[config.mk]
export PLATFORM = sky130hd
export DESIGN_NAME = mem_access_arbiter
export DESIGN_NICKNAME = d
export VERILOG_FILES = /design/src/rtl/mem_access_arbiter.sv
export SDC_FILE = /design/constraint.sdc
export NUM_CORES = 1
export LEC_CHECK = 0
export ABC_AREA = 1
export CORE_MARGIN = 5
export CORE_UTILIZATION = 36
export DETAILED_ROUTE_END_ITERATION = 12
export GPL_TIMING_DRIVEN = 1
export PLACE_DENSITY = 0.75
export SLEW_MARGIN = 20
export SYNTH_ARGS = -nofsm -noshare
export SYNTH_HDL_FRONTEND = slang
export SYNTH_SLANG_ARGS = --single-unit
[constraint.sdc]
create_clock -name CLK -period 1.08 [get_ports CLK]
set_input_delay 0.162 -clock CLK [delete_from_list [all_inputs] [get_ports CLK]]
set_output_delay 0.162 -clock CLK [all_outputs]
set_load 0.005 [all_outputs]
[src/rtl/mem_access_arbiter.sv]
// Arbitrates the single RAM port between instruction fetch (IF) and load/store (LS).
// It drives MAR/MDR/MFA/RW_RAM and waits for MFC. Define MEM_TIMEOUT_EN to enable the ACCESS timeout and the ERR pulse.
module mem_access_arbiter #(
  parameter int DATA_W         = 32,
  parameter int TIMEOUT_CYCLES = 15,
  parameter int TO_W           = 4
) (
  input  logic              CLK,
  input  logic              CLR,
  input  logic              IF_REQ,
  input  logic [DATA_W-1:0] IF_ADDR,
  output logic              IF_DONE,
  input  logic              LS_REQ,
  input  logic              LS_WR,
  input  logic [DATA_W-1:0] LS_ADDR,
  input  logic [DATA_W-1:0] LS_WDATA,
  output logic              LS_DONE,
  output logic [DATA_W-1:0] RDATA,
  output logic [DATA_W-1:0] MAR_OUT,
  output logic [DATA_W-1:0] MDR_OUT,
  output logic              MFA,
  output logic              RW_RAM,
  input  logic              MFC,
  input  logic [DATA_W-1:0] RAM_DOUT,
  output logic              BUSY,
  output logic              ERR
);

  // state  | meaning
  // IDLE   | no transaction; requests sampled here
  // ACCESS | MFA high, waiting for MFC
  // DONE   | one-cycle completion pulse to the winner
  typedef enum logic [1:0] {S_IDLE, S_ACCESS, S_DONE} state_t;

  if ((2 ** TO_W) <= TIMEOUT_CYCLES || TIMEOUT_CYCLES < 1) begin : g_cfg_check
    $error("TO_W cannot hold TIMEOUT_CYCLES");
  end

  state_t            state, state_nxt;
  logic [DATA_W-1:0] mar, mar_nxt, mdr, mdr_nxt, rdata, rdata_nxt;
  logic              mfa, mfa_nxt, rw, rw_nxt;
  logic              if_done, if_done_nxt, ls_done, ls_done_nxt;
  logic              busy, busy_nxt;
  logic              last_ls, last_ls_nxt, grant_ls, grant_ls_nxt;
  logic              pick_ls;
`ifdef MEM_TIMEOUT_EN
  logic [TO_W-1:0]   to_cnt, to_cnt_nxt;
  logic              err, err_nxt;
`endif

  always_ff @(posedge CLK) begin
    if (CLR) begin
      state    <= S_IDLE;
      mar      <= '0;
      mdr      <= '0;
      rdata    <= '0;
      mfa      <= 1'b0;
      rw       <= 1'b1;
      if_done  <= 1'b0;
      ls_done  <= 1'b0;
      busy     <= 1'b0;
      last_ls  <= 1'b1;
      grant_ls <= 1'b0;
`ifdef MEM_TIMEOUT_EN
      to_cnt   <= '0;
      err      <= 1'b0;
`endif
    end else begin
      state    <= state_nxt;
      mar      <= mar_nxt;
      mdr      <= mdr_nxt;
      rdata    <= rdata_nxt;
      mfa      <= mfa_nxt;
      rw       <= rw_nxt;
      if_done  <= if_done_nxt;
      ls_done  <= ls_done_nxt;
      busy     <= busy_nxt;
      last_ls  <= last_ls_nxt;
      grant_ls <= grant_ls_nxt;
`ifdef MEM_TIMEOUT_EN
      to_cnt   <= to_cnt_nxt;
      err      <= err_nxt;
`endif
    end
  end

  always_comb begin
    state_nxt    = state;
    mar_nxt      = mar;
    mdr_nxt      = mdr;
    rdata_nxt    = rdata;
    mfa_nxt      = mfa;
    rw_nxt       = rw;
    if_done_nxt  = 1'b0;
    ls_done_nxt  = 1'b0;
    last_ls_nxt  = last_ls;
    grant_ls_nxt = grant_ls;
    // On a tie LS wins only when IF was granted last.
    pick_ls      = LS_REQ && (!IF_REQ || !last_ls);
`ifdef MEM_TIMEOUT_EN
    to_cnt_nxt   = to_cnt;
    err_nxt      = 1'b0;
`endif
    case (state)
      S_IDLE: begin
        if (IF_REQ || LS_REQ) begin
          grant_ls_nxt = pick_ls;
          last_ls_nxt  = pick_ls;
          mfa_nxt      = 1'b1;
          state_nxt    = S_ACCESS;
`ifdef MEM_TIMEOUT_EN
          to_cnt_nxt   = '0;
`endif
          if (pick_ls) begin
            mar_nxt = LS_ADDR;
            rw_nxt  = ~LS_WR;
            if (LS_WR) mdr_nxt = LS_WDATA;
          end else begin
            mar_nxt = IF_ADDR;
            rw_nxt  = 1'b1;
          end
        end
      end
      S_ACCESS: begin
        if (MFC) begin
          if (rw) rdata_nxt = RAM_DOUT;
          mfa_nxt     = 1'b0;
          if_done_nxt = ~grant_ls;
          ls_done_nxt = grant_ls;
          state_nxt   = S_DONE;
        end
`ifdef MEM_TIMEOUT_EN
        else if (to_cnt == TO_W'(TIMEOUT_CYCLES - 1)) begin
          mfa_nxt     = 1'b0;
          if_done_nxt = ~grant_ls;
          ls_done_nxt = grant_ls;
          err_nxt     = 1'b1;
          state_nxt   = S_DONE;
        end else begin
          to_cnt_nxt  = to_cnt + 1'b1;
        end
`endif
      end
      S_DONE: begin
        state_nxt = S_IDLE;
      end
      default: begin
        state_nxt = S_IDLE;
        mfa_nxt   = 1'b0;
      end
    endcase
    busy_nxt = (state_nxt != S_IDLE);
  end

  assign MAR_OUT = mar;
  assign MDR_OUT = mdr;
  assign RDATA   = rdata;
  assign MFA     = mfa;
  assign RW_RAM  = rw;
  assign IF_DONE = if_done;
  assign LS_DONE = ls_done;
  assign BUSY    = busy;
`ifdef MEM_TIMEOUT_EN
  assign ERR     = err;
`else
  assign ERR     = 1'b0;
`endif

endmodule

Word-level counts from Yosys, hierarchy flattened
Index checks and enable logic that the tools add are counted.
{"block": "totals", "wordCells": 40, "reg_bits": 105, "output_inout_bits": 102}
{"block": "op_classes", "mux": 8, "reduce_logical": 12, "bitwise_logic": 5, "n_eq_ne": 4}
{"op": "32-bit two-way mux", "count": 1}
{"op": "3-bit AND reduction", "count": 2}
{"op": "1-bit NOT", "count": 5}
{"op": "2-bit two-way mux", "count": 2}
{"op": "2-bit inequality test (second input constant)", "count": 2}
{"op": "2-bit case mux with 2 select lines", "count": 1}
{"op": "4-bit AND reduction", "count": 1}
{"op": "1-bit two-way mux", "count": 3}
{"op": "1-bit case mux with 3 select lines", "count": 1}
{"op": "3-bit OR reduction", "count": 1}
{"op": "2-bit by 1-bit equality test with 1-bit output (second input constant)", "count": 1}
{"op": "2-bit equality test (second input constant)", "count": 1}
{"op": "1-bit logical NOT", "count": 2}
{"op": "2-bit logical NOT", "count": 1}
{"op": "1-bit logical OR", "count": 2}
{"op": "2-bit AND reduction", "count": 1}
{"op": "2-bit nonzero test", "count": 1}
{"op": "1-bit logical AND", "count": 1}

Longest topological paths before layout
Gate-level depths: netlist of run 1.
{"block": "depth", "word_depth": 4, "mapped_depth": 8, "ltp_nobuf": 6}

Worst setup path after synthesis of run 1
OpenSTA, ideal clock, no wires.
{"block": "synth_path", "path_type": "reg-to-reg", "startpoint": "reg state[0]", "endpoint": "reg mar[26] (netlist: MAR_OUT[26])", "t_required_ns": 0.964, "setup_ns": 0.116, "arrival_time_ns": 0.989, "synth_period_minus_slack_ns": 1.105, "setup_slack_ns": -0.025, "stages_incl_launch_ff": 9, "path_buffers": 2, "path_cell_list": "dfxtp_1 > inv_2 > nand2_2 > nor2_4 > buf_6 > buf_4 > nand2_1 > nor2_1 > nor2_1"}
{"block": "synth_between", "elab_chain_cells": 2}
{"element": "start, declared", "line": "39", "source": "state_t state, state_nxt;"}
{"element": "start signal, assigned", "line": "69", "source": "state <= state_nxt;"}
{"element": "2-bit logical NOT", "line": "104", "source": "case (state)"}
{"element": "2-bit AND reduction (no line)"}
{"element": "end signal, assigned", "line": "70", "source": "mar <= mar_nxt;"}
{"element": "end, declared", "line": "40", "source": "logic [DATA_W-1:0] mar, mar_nxt, mdr, mdr_nxt, rdata, rdata_nxt;"}
Every way passes these cells.
A chain may end at the register's enable or synchronous reset.

Final worst setup path of run 1
{"block": "layout_path", "startpoint": "reg state[1]", "endpoint": "reg mar[26] (netlist: MAR_OUT[26])"}
Same word-level chain as after synthesis.

==> results by stage, run 1 <==
Status:
- The flow ran to the end, but the final reports show violations.
- The checks that failed: negative setup slack.

Clock network:
- After clock tree synthesis, the clock-pin slew on the worst setup and hold paths is 70 ps.
- No sink is reached through more buffers than the 2 on the longest clock path.
- Hold repair after CTS inserted 0 buffers.
- The CTS buffer count is 9.
- In this run the number of H-tree levels came out at 3.
- The cell sitting at the root of the clock tree is a clkbuf_16.
- The total number of clock tree sinks is 105.
- TritonCTS built the clock tree.
- The later pin in the worst-skew pair is clocked with a latency of 340 ps.

Routing:
- The iteration-0 DRC count of the detailed router is 284.
- In the routed design, unresolved DRC markers number 0.
- The pre-antenna-repair detailed-routing pass consisted of 4 iterations.
- The detail-routed net length per standard cell is 13.7 µm.
- The remaining number of nets flagged by the antenna check after routing is 0.
- The average via count per standard cell is 4.45.
- The number of vias in the routed layout is 4809.
- The post-detailed-routing wire length is 14.8 mm.

Logic synthesis:
- The cell type contributing the most total cell area after synthesis is dfxtp_1.
- The main flop type after synthesis is dfxtp_1.
- The part of the Yosys area used for sequential elements is 47.4%.
- By count the netlist is led by 231 x nor2_1, 106 x nand2_1, 105 x dfxtp_1.
- The most numerous cell in the Yosys netlist is nor2_1.
- The post-synthesis cell count is 669.
- The number of enable flip-flop cells after synthesis is 0.
- The fraction of post-synthesis cell area in the top cell type by area is 47.4%.
- A synthesized cell averages 6.63 µm².
- The post-synthesis sequential element count is 105.
- After synthesis, the netlist uses 20 different library cells.
- Counting flops with an async set or reset pin after synthesis yields a share of 0%.
- The synthesized netlist net count is 803.
- During synthesis, Yosys emitted a total of 0 warnings.
- In the post-synthesis netlist, the biggest area contributors are dfxtp_1 47%, nor2_1 20%, nand2_1 9.0%.
- The post-synthesis instance area is 4440 µm².

Placed design:
- Prior to clock tree synthesis, the placed netlist has a worst setup slack of -417 ps.
- After legalization and detailed placement, the total HPWL measured 10.2 mm.
- The quantity of I/O buffers inserted on ports is 234.
- The number of placed instances, taps included, is 1053.
- At the end of routability-driven placement, the weighted congestion stood at 0.793.

Timing:
- The count of endpoints failing setup in the final report is 98.
- The highest clock frequency the design can meet is 833 MHz.
- The final worst setup slack is -121 ps.
- The worst path uses 111% of the clock period.
- The number of endpoints with negative hold slack in the final report was 0.
- Setup repair after global routing could not meet its margin everywhere.
- The setup TNS after final layout is -6600 ps.
- The max-slew violation total from the final report was 0.
- The post-route clock skew is 6.39 ps.
- The routed design could run at a clock period as short as 1200 ps.

GRT:
- For this run the aggregate overflow at the end of global routing stands at 0.
- Global routing used 19.0% of the available tracks across all layers.
- The initial antenna violation count was 0.
- The first global-routing pass estimated 22.2 mm of wire.
- The via count of the first global-routing pass is 4349.
- The pin count of the biggest net entering global routing is 61.

Worst setup path:
- The highest-delay cell along the critical path is dfxtp_2.
- The cell that appears most often on the critical path is nor2_1.
- The critical path endpoint category is a flop.
- STA puts the critical path data required time at 1320 ps.
- The maximum fanout count along the critical path is 10.
- Data on the critical path arrives at its endpoint at 1440 ps.
- The category of the worst setup path launch point is a flop.
- The signal on the critical path passes through inv_2 > nand2_4 > nor2_4 > buf_12 > clkbuf_16 > nand2_1 > nor2_1 > nor2_1.
- By startpoint and endpoint, the worst setup path is classified as flop to flop.
- The peak per-stage delay on the critical path is 330 ps.

Power and ir drop:
- The clock network is responsible for 37.4% of the overall power.
- The power per cell area is 1440 nW/µm².
- For this design the total switching power over the nets is 2.75 mW.
- The fraction of power spent switching nets is 24.8%.
- The part of the power in combinational logic is 22.7%.
- Per report_power, the sequential group accounts for 39.9% of the total.
- Total power for the finished layout comes to 11.1 mW.
- The internal portion of total power is 8.35 mW.
- Across the VDD grid, the largest voltage drop is 729 µV.
- For this design the static power due to leakage is 3.62 nW.

Run:
- Across the run, the number of max-cap violations was 0.

Cells and area:
- The filler cells instantiated in the layout total 1099.
- In the final layout, flip-flops and latches occupy 2190 µm².
- After the flow finishes, the layout carries non-filler instances totaling 1080.
- In the final layout, the multi-input gates occupy 2010 µm².
- The final antenna diode count is 0.
- After the last flow step, the layout net total stands at 1042.
- The fraction of layout instances using a drive strength above 1 is 26.8%.
- Compared with the post-synthesis result, the final layout area differs by 73.7%.

Floorplan:
- The placeable core area is 12100 µm².
- The initial utilization of the core area, before any placement, comes to 36.8%.
- The area of the die is 14600 µm².
- The I/O pin total is 236.
- In this run the vertical extent of the chip is 121 µm.
- In this run the horizontal extent of the chip is 121 µm.
- The standard-cell row count is 40.

Worst hold path:
- The kind of path behind the tightest hold check is input port to flop.
==> power groups by stage <==
stage / logic [mW] / registers (mW) / clock network (mW)
floorplan: 0.945 / 4.48 / 0
global placement: 2.37 / 4.45 / 0
detailed placement: 2.40 / 4.46 / 0
CTS: 2.38 / 4.41 / 4.23
global route: 2.78 / 4.48 / 4.41
finish: 2.52 / 4.43 / 4.15
==> final timing paths <==
kind,startpoint,to,slack (ps),cells past startpoint
hold reg to reg,grant_ls$_SDFFE_PP0P_,IF_DONE$_SDFF_PP0_,450,1
hold / removal,RAM_DOUT[29],RDATA[29]$_SDFFE_PP0P_,420,3
setup / recovery,state[1]$_SDFF_PP0_,MAR_OUT[26]$_SDFFE_PP0P_,-120,8
setup reg to reg,state[1]$_SDFF_PP0_,MAR_OUT[26]$_SDFFE_PP0P_,-120,8
==> cell families after synthesis <==
logic type | synth area share, %
simple gates | 33.3
buf+inv | 11.3
flops | 47.4
compound gates | 7.90
other cells | 0.0845
==> critical path, delay by kind of cell (launching register included) <==
kind | cells | cell delay (ps)
buffers and inverters | 3 | 390
and+or+nand+nor | 5 | 360
DFF | 1 | 330
==> state kept, by name, summed over array words and instances, names as in the netlist <==
register / count
MAR_OUT: 32
MDR_OUT: 32
RDATA: 32
state: 2
BUSY: 1
IF_DONE: 1
LS_DONE: 1
MFA: 1
RW_RAM: 1
grant_ls: 1
last_ls: 1
==> placed cells by master (no fill, tap or decap) <==
master / instances
bufinv_16: 5
nand2_2: 9
buf_8: 2
clkbuf_2: 36
o21ai_0: 30
o21ai_2: 11
dfxtp_2: 68
buf_2: 15
a21oi_2: 1
dfxtp_1: 37
buf_16: 3
o21ai_1: 25
o21ai_4: 1
buf_12: 10
clkdlybuf4s50_1: 133
nand3_2: 2
nand2_4: 2
nand4_1: 1
clkdlybuf4s15_2: 19
buf_6: 2
a21oi_1: 2
buf_4: 14
clkdlybuf4s15_1: 31
nor2_2: 21
nand2_1: 97
nand3_1: 32
inv_8: 1
nor2_1: 208
clkinv_2: 1
nor2_4: 5
conb_1: 1
clkbuf_16: 12
inv_2: 4
inv_1: 71
==> final cells by class <==
cell class                      count  share of cell area, %
Sequential cell                   105                   28.4
Tap cell                          168                   2.73
Inverter                           76                   3.80
Timing Repair Buffer              268                   34.1
Clock inverter                      6                   2.01
Clock buffer                        9                   2.92
Multi-Input combinational cell    448                   26.1
==> metrics by stage <==
stage          hold WS [ps]  utilization, %  area, µm²
2_1_floorplan           231               -       4440
3_3_place_gp            433            58.3       7040
3_5_place_dp            451            58.3       7040
4_1_cts                 403            63.3       7640
5_1_grt                 421            63.9       7700
6_report                417            63.9       7700
==> per-layer routing <==
metal | vias to the layer above | part of all wire [%] | wire length [µm] | GRT usage (%)
li1 | 2488 | - | - | -
met1 | 2129 | 41 | 6040 | 22.8
met2 | 172 | 49 | 7230 | 31.9
met3 | 20 | 8.6 | 1260 | 5.87
met4 | 0 | 1.6 | 235 | 6.73
met5 | - | 0 | 0 | 0
==> what timing repair did <==
item                       4_1_cts  5_1_grt
hold endpoints to repair         0        0
setup buffers                    0        6
cloned                           3        3
gates resized for setup        338      120
setup endpoints to repair      198      167
pin swaps                        5       15
Power figures use the tool's default switching activity.
==> inputs of run 2 (changes only) <==
- CORE_UTILIZATION: 36 -> 42
- PLACE_DENSITY: 0.75 -> 0.82
- clock period: 1.08 -> 1.4 ns (I/O delays scaled with it)
==> run 2 against run 1 <==
Compared with the run above:
- the flow now finishes without violations
- power shrank 38%
- final area down 7.9%
- final cell count fell by 4.4%
- non-clock buffer count is 16 lower
- worst setup slack improved by 260 ps
- global-route usage grew 2.3 points
- fmax decreased by 4.5%
- clock power down 56%
==> results by stage, run 2 (synthesized netlist as in run 1, its figures left out) <==
Timing:
- The highest clock frequency the design can meet is 795 MHz (was 833 MHz).
- The post-route clock skew is 13.1 ps (was 6.39 ps).
- The setup TNS after final layout is 0 ps (was -6600 ps).
- RSZ-0062 raised after global routing: false (was true).
- The worst hold slack after final layout is 451 ps (was 417 ps).
- The final cycle utilization of the critical path is 89.8% (was 111%).
- The count of endpoints failing setup in the final report was 0 (was 98).
- The shortest period the worst path allows came to 1260 ps (was 1200 ps).
- The number of endpoints with negative hold slack in the final report is 0 (unchanged).
- The max-slew violation total from the final report is 0 (unchanged).

Routing:
- The post-detailed-routing wire length came to 13.9 mm (was 14.8 mm).
- The number of vias in the routed layout was 4847 (was 4809).
- The average via count per standard cell is 4.69 (was 4.45).
- The uppermost signal routing layer after detailed routing is met4 (unchanged).
- The length of routed wiring on met1 came to 5.61 mm (was 6.04 mm).
- The iteration-0 DRC count of the detailed router is 281 (was 284).
- The remaining number of nets flagged by the antenna check after routing came to 0 (unchanged).
- The total met2 wirelength after detailed routing is 6.67 mm (was 7.23 mm).
- The DRC violations left is 0 (unchanged).
- The met3 layer wire length in the routed design is 1.22 mm (was 1.26 mm).
- The detail-routed net length per standard cell was 13.5 µm (was 13.7 µm).
- The count of TritonRoute iterations in the first routing pass is 6 (was 4).

Floorplan:
- The placeable core area is 10300 µm² (was 12100 µm²).
- The initial core utilization was 43.0% (was 36.8%).
- The standard-cell row count came to 37 (was 40).
- The I/O pin total is 236 (unchanged).
- The area of the die is 12700 µm² (was 14600 µm²).
- The overall die height is 113 µm (was 121 µm).
- The die boundary width was 113 µm (was 121 µm).

Placed design:
- The cell area reported after detailed placement came to 6980 µm² (was 7040 µm²).
- The placer's final routability congestion estimate is 0.875 (was 0.793).
- The post-detailed-placement half-perimeter wirelength is 10.5 mm (was 10.2 mm).
- The quantity of I/O buffers inserted on ports came to 234 (unchanged).

Clock network:
- The total number of clock tree sinks is 105 (unchanged).
- The clock latency at the later pin of the worst-skew pair is 370 ps (was 340 ps).
- The post-CTS setup buffer count came to 0 (unchanged).
- The CTS clock-pin slew for the worst setup and hold paths is 110 ps (was 70 ps).
- The maximum number of buffers from clock root to sink is 2 (unchanged).
- The buffer cell driving the clock tree root is clkbuf_8 (was clkbuf_16).
- The number of gates resized after cts is 149 (was 338).
- The H-tree level count is 3 (unchanged).
- The TritonCTS clock tree is yes (unchanged).
- The CTS buffer count came to 9 (unchanged).
- The hold-fix buffer count after cts was 0 (unchanged).

Worst hold path:
- The kind of path behind the tightest hold check is input port to flop (unchanged).
- The hold path startpoint is LS_WDATA[0] (was RAM_DOUT[29]).
- The count of cells along the worst hold path is 5 (was 3).

Worst setup path:
- The critical path endpoint category was a flop (unchanged).
- The path depth of the worst reg2reg path is 6 (was 8).
- The worst endpoint required time is 1670 ps (was 1320 ps).
- The maximum fanout count along the critical path is 13 (was 10).
- The start point of the critical path is state[1]$_SDFF_PP0_ (unchanged).
- The arrival time of data at the critical path endpoint is 1530 ps (was 1440 ps).
- The startpoint of the most critical register-to-register path is state[1]$_SDFF_PP0_ (unchanged).
- The class of the most critical setup path is flop to flop (unchanged).
- The category of the worst setup path launch point was a flop (unchanged).

Power and ir drop:
- The power per cell area came to 969 nW/µm² (was 1440 nW/µm²).
- The sum of internal, switching and leakage power is 6.88 mW (was 11.1 mW).
- The peak supply drop is 465 µV (was 729 µV).
- The static leakage is 3.63 nW (was 3.62 nW).

Status:
- Outcome: complete, no violations (was finished, violations left).

GRT:
- The aggregate global-route resource usage came to 21.3% (was 19.0%).
- The sum of overflow across all layers after global routing is 0 (unchanged).
- The initial antenna violation count is 0 (unchanged).
- The via count of the first global-routing pass was 4735 (was 4349).
- The pin count of the biggest net entering global routing is 61 (unchanged).
- The wire length of the first global-routing pass is 22.3 mm (was 22.2 mm).

Cells and area:
- The area added between synthesis and finish is 60.1% (was 73.7%).
- The count of filler cells inserted in the layout is 888 (was 1099).
- The fraction of layout instances using a drive strength above 1 is 10.0% (was 26.8%).
- The final layout net count is 1026 (was 1042).
- The final antenna diode count is 0 (unchanged).
- The commonest non-fill, non-tap cell in the layout is nor2_1 (unchanged).
- The cell area after layout is 7100 µm² (was 7700 µm²).
- Top library cells by usage in the layout, fill and taps aside: 231 x nor2_1, 133 x clkdlybuf4s50_1, 106 x nand2_1, 101 x dlygate4sd2_1, 73 x inv_1 (was 208 x nor2_1, 133 x clkdlybuf4s50_1, 97 x nand2_1, 71 x inv_1, 68 x dfxtp_2).

Run:
- The count of maximum capacitance violations is 0 (unchanged).
-- run 2: worst max-delay path, cell delays in order (launching register included) --
cell and delay [ps]:
dfxtp_1 350, inv_2 80, nand4_1 100, buf_4 200, buf_4 170, o21ai_0 210, nor2_1 60
-- run 2: cell type report --
class / count / area (µm²) / area share [%]
Clock buffer: 10 / 138 / 1.94
Clock inverter: 6 / 48.8 / 0.687
Inverter: 76 / 285 / 4.02
Multi-Input combinational cell: 448 / 1830 / 25.8
Sequential cell: 105 / 2160 / 30.5
Tap cell: 136 / 170 / 2.40
Timing Repair Buffer: 252 / 2460 / 34.7
-- run 2: path summary, 6_finish.rpt --
path	slack, ps	to
hold / removal	450	MDR_OUT[0]$_SDFFE_PP0P_
setup reg to reg	140	RDATA[4]$_SDFFE_PP0P_
setup / recovery	140	RDATA[4]$_SDFFE_PP0P_
hold reg to reg	470	IF_DONE$_SDFF_PP0_
-- run 2: report_power, final --
group	internal [mW]	switching, mW	leakage (nW)	total [mW]
combinational	0.897	0.778	2.66	1.68
clock	0.712	1.10	0.0855	1.81
sequential	3.27	0.123	0.882	3.39
total	4.88	2.00	3.63	6.88
-- run 2: per-layer routing --
layer / vias up / GRT usage (%)
li1: 2460 / -
met1: 2150 / 24.2
met2: 204 / 36.6
met3: 33 / 6.52
met4: 0 / 9.78
met5: - / 0
-- run 2: metrics by stage --
stage	setup slack [ps]	std cells	utilization, %
after global routing	39.1	1033	68.8
final	142	1033	68.8
after global placement	-145	1017	67.6
after CTS	141	1033	68.8
after detailed placement	-166	1017	67.6
after floorplan	295	669	-
==> inputs of run 3 (changes only) <==
- CORE_UTILIZATION: 42 -> 44
- CTS_BUF_LIST: default -> sky130_fd_sc_hd__clkbuf_4 sky130_fd_sc_hd__clkbuf_8
- PLACE_DENSITY: 0.82 -> 0.86
==> run 3 against run 2 <==
Compared with the run above:
- combinational power is essentially flat
- power rose by 4.1%
- flip-flop and latch count unchanged
- final cell count down 0.29%
- via count is 0.45% higher
- clock power rose by 15%
- fmax fell by 1.9%
- clock skew is 7.4 ps lower
- sequential share of layout area fell by 0.36 points
- critical path depth grew 1
- critical path type unchanged
- largest cell class unchanged
==> results by stage, run 3 (synthesized netlist as in run 1, its figures left out) <==
Timing:
- The final worst setup slack is 119 ps (was 142 ps).
- The shortest period the worst path allows is 1280 ps (was 1260 ps).
- The highest clock frequency the design can meet is 780 MHz (was 795 MHz).
- The max-slew violation total from the final report is 0 (unchanged).
- The setup TNS after final layout is 0 ps (unchanged).
- The post-route clock skew is 5.68 ps (was 13.1 ps).
- The count of endpoints failing setup in the final report is 0 (unchanged).
- The worst hold slack after final layout is 459 ps (was 451 ps).
- RSZ-0062 raised after global routing: false (unchanged).
- The final cycle utilization of the critical path came to 91.5% (was 89.8%).
- The number of endpoints with negative hold slack in the final report came to 0 (unchanged).

Status:
- Outcome: complete, no violations (unchanged).

Power and ir drop:
- The peak supply drop is 580 µV (was 465 µV).
- The power per cell area is 1000 nW/µm² (was 969 nW/µm²).
- The static leakage was 3.67 nW (was 3.63 nW).

Routing:
- The count of TritonRoute iterations in the first routing pass is 5 (was 6).
- The DRC violations left is 0 (unchanged).
- The detail-routed net length per standard cell is 13.9 µm (was 13.5 µm).
- The post-detailed-routing wire length was 14.3 mm (was 13.9 mm).
- The number of vias in the routed layout was 4869 (was 4847).
- The remaining number of nets flagged by the antenna check after routing came to 0 (unchanged).
- The average via count per standard cell is 4.73 (was 4.69).
- The iteration-0 DRC count of the detailed router was 302 (was 281).

Worst hold path:
- The kind of path behind the tightest hold check is input port to flop (unchanged).

GRT:
- The sum of overflow across all layers after global routing came to 0 (unchanged).
- The wire length of the first global-routing pass is 23.2 mm (was 22.3 mm).
- The initial antenna violation count is 0 (unchanged).
- The aggregate global-route resource usage was 22.9% (was 21.3%).
- The pin count of the biggest net entering global routing was 65 (was 61).
- The via count of the first global-routing pass is 4779 (was 4735).

Placed design:
- The quantity of I/O buffers inserted on ports was 234 (unchanged).
- The cell area reported after detailed placement is 6990 µm² (was 6980 µm²).
- The post-detailed-placement half-perimeter wirelength came to 10.8 mm (was 10.5 mm).
- The placer's final routability congestion estimate is 0.812 (was 0.875).
- The instance count after placement with tap cells included was 1014 (was 1017).
- The worst-case setup slack after placement is -201 ps (was -166 ps).

Worst setup path:
- The critical path endpoint category is a flop (unchanged).
- The cell type with the highest occurrence count on the critical path is nor2_1 (was buf_4).
- Chain of cells forming the critical path: inv_2 > nand4_1 > buf_4 > inv_1 > buf_12 > nor2_1 > nor2_1 (was inv_2 > nand4_1 > buf_4 > buf_4 > o21ai_0 > nor2_1).
- The highest-delay cell along the critical path is dfxtp_1 (unchanged).
- The reg-to-reg setup timing slack is 120 ps (was 140 ps).
- The category of the worst setup path launch point was a flop (unchanged).
- The path depth of the worst reg2reg path is 7 (was 6).
- The total stage count of the critical path is 7 (was 6).
- The worst setup path endpoint is RDATA[5]$_SDFFE_PP0P_ (was RDATA[4]$_SDFFE_PP0P_).
- The startpoint of the most critical register-to-register path is state[1]$_SDFF_PP0_ (unchanged).
- The peak per-stage delay on the critical path is 390 ps (was 350 ps).
- The capture point of the worst reg-to-reg path is RDATA[5]$_SDFFE_PP0P_ (was RDATA[4]$_SDFFE_PP0P_).
- The arrival time of data at the critical path endpoint is 1540 ps (was 1530 ps).
- The buffering stage count on the worst path with inverters included came to 4 (was 3).
- The class of the most critical setup path was flop to flop (unchanged).
- The gate family responsible for the most delay along the worst path is buffers and inverters (unchanged).
- The start point of the critical path is state[1]$_SDFF_PP0_ (unchanged).
- The maximum fanout count along the critical path came to 25 (was 13).
- The worst endpoint required time is 1660 ps (was 1670 ps).

Cells and area:
- The number of standard cells in the layout, taps in and fillers out came to 1030 (was 1033).
- The fraction of layout instances using a drive strength above 1 is 8.58% (was 10.0%).
- The cell area after layout is 7130 µm² (was 7100 µm²).
- The final layout net count is 1027 (was 1026).
- The commonest non-fill, non-tap cell in the layout was nor2_1 (unchanged).
- The area added between synthesis and finish was 60.8% (was 60.1%).
- The area of the multi-input gates is 1830 µm² (unchanged).
- The footprint of the flip-flops and latches came to 2150 µm² (was 2160 µm²).
- Top library cells by usage in the layout, fill and taps aside: 231 x nor2_1, 133 x clkdlybuf4s50_1, 106 x nand2_1, 101 x dlygate4sd2_1, 73 x inv_1 (unchanged).
- The final antenna diode count is 0 (unchanged).
- The count of filler cells inserted in the layout came to 797 (was 888).

Clock network:
- The total number of clock tree sinks was 105 (unchanged).
- The buffer cell driving the clock tree root is clkbuf_8 (unchanged).
- The clock latency at the later pin of the worst-skew pair is 360 ps (was 370 ps).
- The maximum number of buffers from clock root to sink is 2 (unchanged).
- The H-tree level count is 3 (unchanged).
- The CTS buffer count was 9 (unchanged).
- The TritonCTS clock tree is yes (unchanged).
- The CTS clock-pin slew for the worst setup and hold paths came to 100 ps (was 110 ps).
- The hold-fix buffer count after cts is 0 (unchanged).

Floorplan:
- The I/O pin total was 236 (unchanged).
- The die boundary width is 110 µm (was 113 µm).
- The standard-cell row count is 36 (was 37).
- The area of the die is 12200 µm² (was 12700 µm²).
- The initial core utilization is 45.2% (was 43.0%).
- The overall die height was 110 µm (was 113 µm).
- The placeable core area came to 9820 µm² (was 10300 µm²).

Run:
- The count of maximum capacitance violations is 0 (unchanged).
## run 3: cell count changes in the layout (fill, tap and decap cells not counted)
cell and delta:
bufinv_16 +2, dfxtp_1 +13, buf_12 +1, clkinvlp_4 -3
clkinv_2 +1, dfxtp_2 -13, clkbuf_4 +2, inv_6 -2
clkinv_4 -1
## run 3: per-stage QoR
| step | power [mW] | util, % |
|---|---|---|
| floorplan | 4.18 | - |
| global placement | 5.24 | 71.2 |
| detailed placement | 5.30 | 71.2 |
| CTS | 7.21 | 72.6 |
| global route | 7.56 | 72.6 |
| finish | 7.16 | 72.6 |
## run 3: worst min path at each step
stage,cells past startpoint,start,to,slack [ps]
3_3_place_gp,1,grant_ls$_SDFFE_PP0P_,IF_DONE$_SDFF_PP0_,430
3_5_place_dp,1,grant_ls$_SDFFE_PP0P_,IF_DONE$_SDFF_PP0_,430
6_report,3,RAM_DOUT[7],RDATA[7]$_SDFFE_PP0P_,460
5_1_grt,3,RAM_DOUT[1],RDATA[1]$_SDFFE_PP0P_,450
4_1_cts,3,RAM_DOUT[7],RDATA[7]$_SDFFE_PP0P_,450
2_1_floorplan,1,CLR,grant_ls$_SDFFE_PP0P_,280
## run 3: final cells by class
class                           instances  area share (%)
Timing Repair Buffer                  253            34.8
Sequential cell                       105            30.1
Multi-Input combinational cell        448            25.7
Inverter                               76            4.00
Tap cell                              133            2.33
Clock buffer                           12            2.14
Clock inverter                          3           0.912
## run 3: repair_timing
| action | 4_1_cts | 5_1_grt |
|---|---|---|
| endpoints found under the setup margin | 101 | 0 |
| buffers inserted | 1 | 0 |
| gates resized for setup | 136 | 0 |
## run 3: per-layer routing
layer / wire length (µm) / GRT usage, % / vias up
li1: - / - / 2454
met1: 5770 / 25.7 / 2173
met2: 6990 / 39.8 / 208
met3: 1070 / 6.67 / 34
met4: 474 / 10.3 / 0
met5: 0 / 0 / -
## run 3: worst min-delay path, stage by stage
cell	delay, ps
clkdlybuf4s50_1	390
o21ai_0	150
nor2_1	40
## run 3: report_power, final
part,switching [mW],leakage (nW),internal (mW)
registers,0.127,0.876,3.26
logic,0.792,2.68,0.900
clock network,0.996,0.113,1.09
total,1.91,3.67,5.25
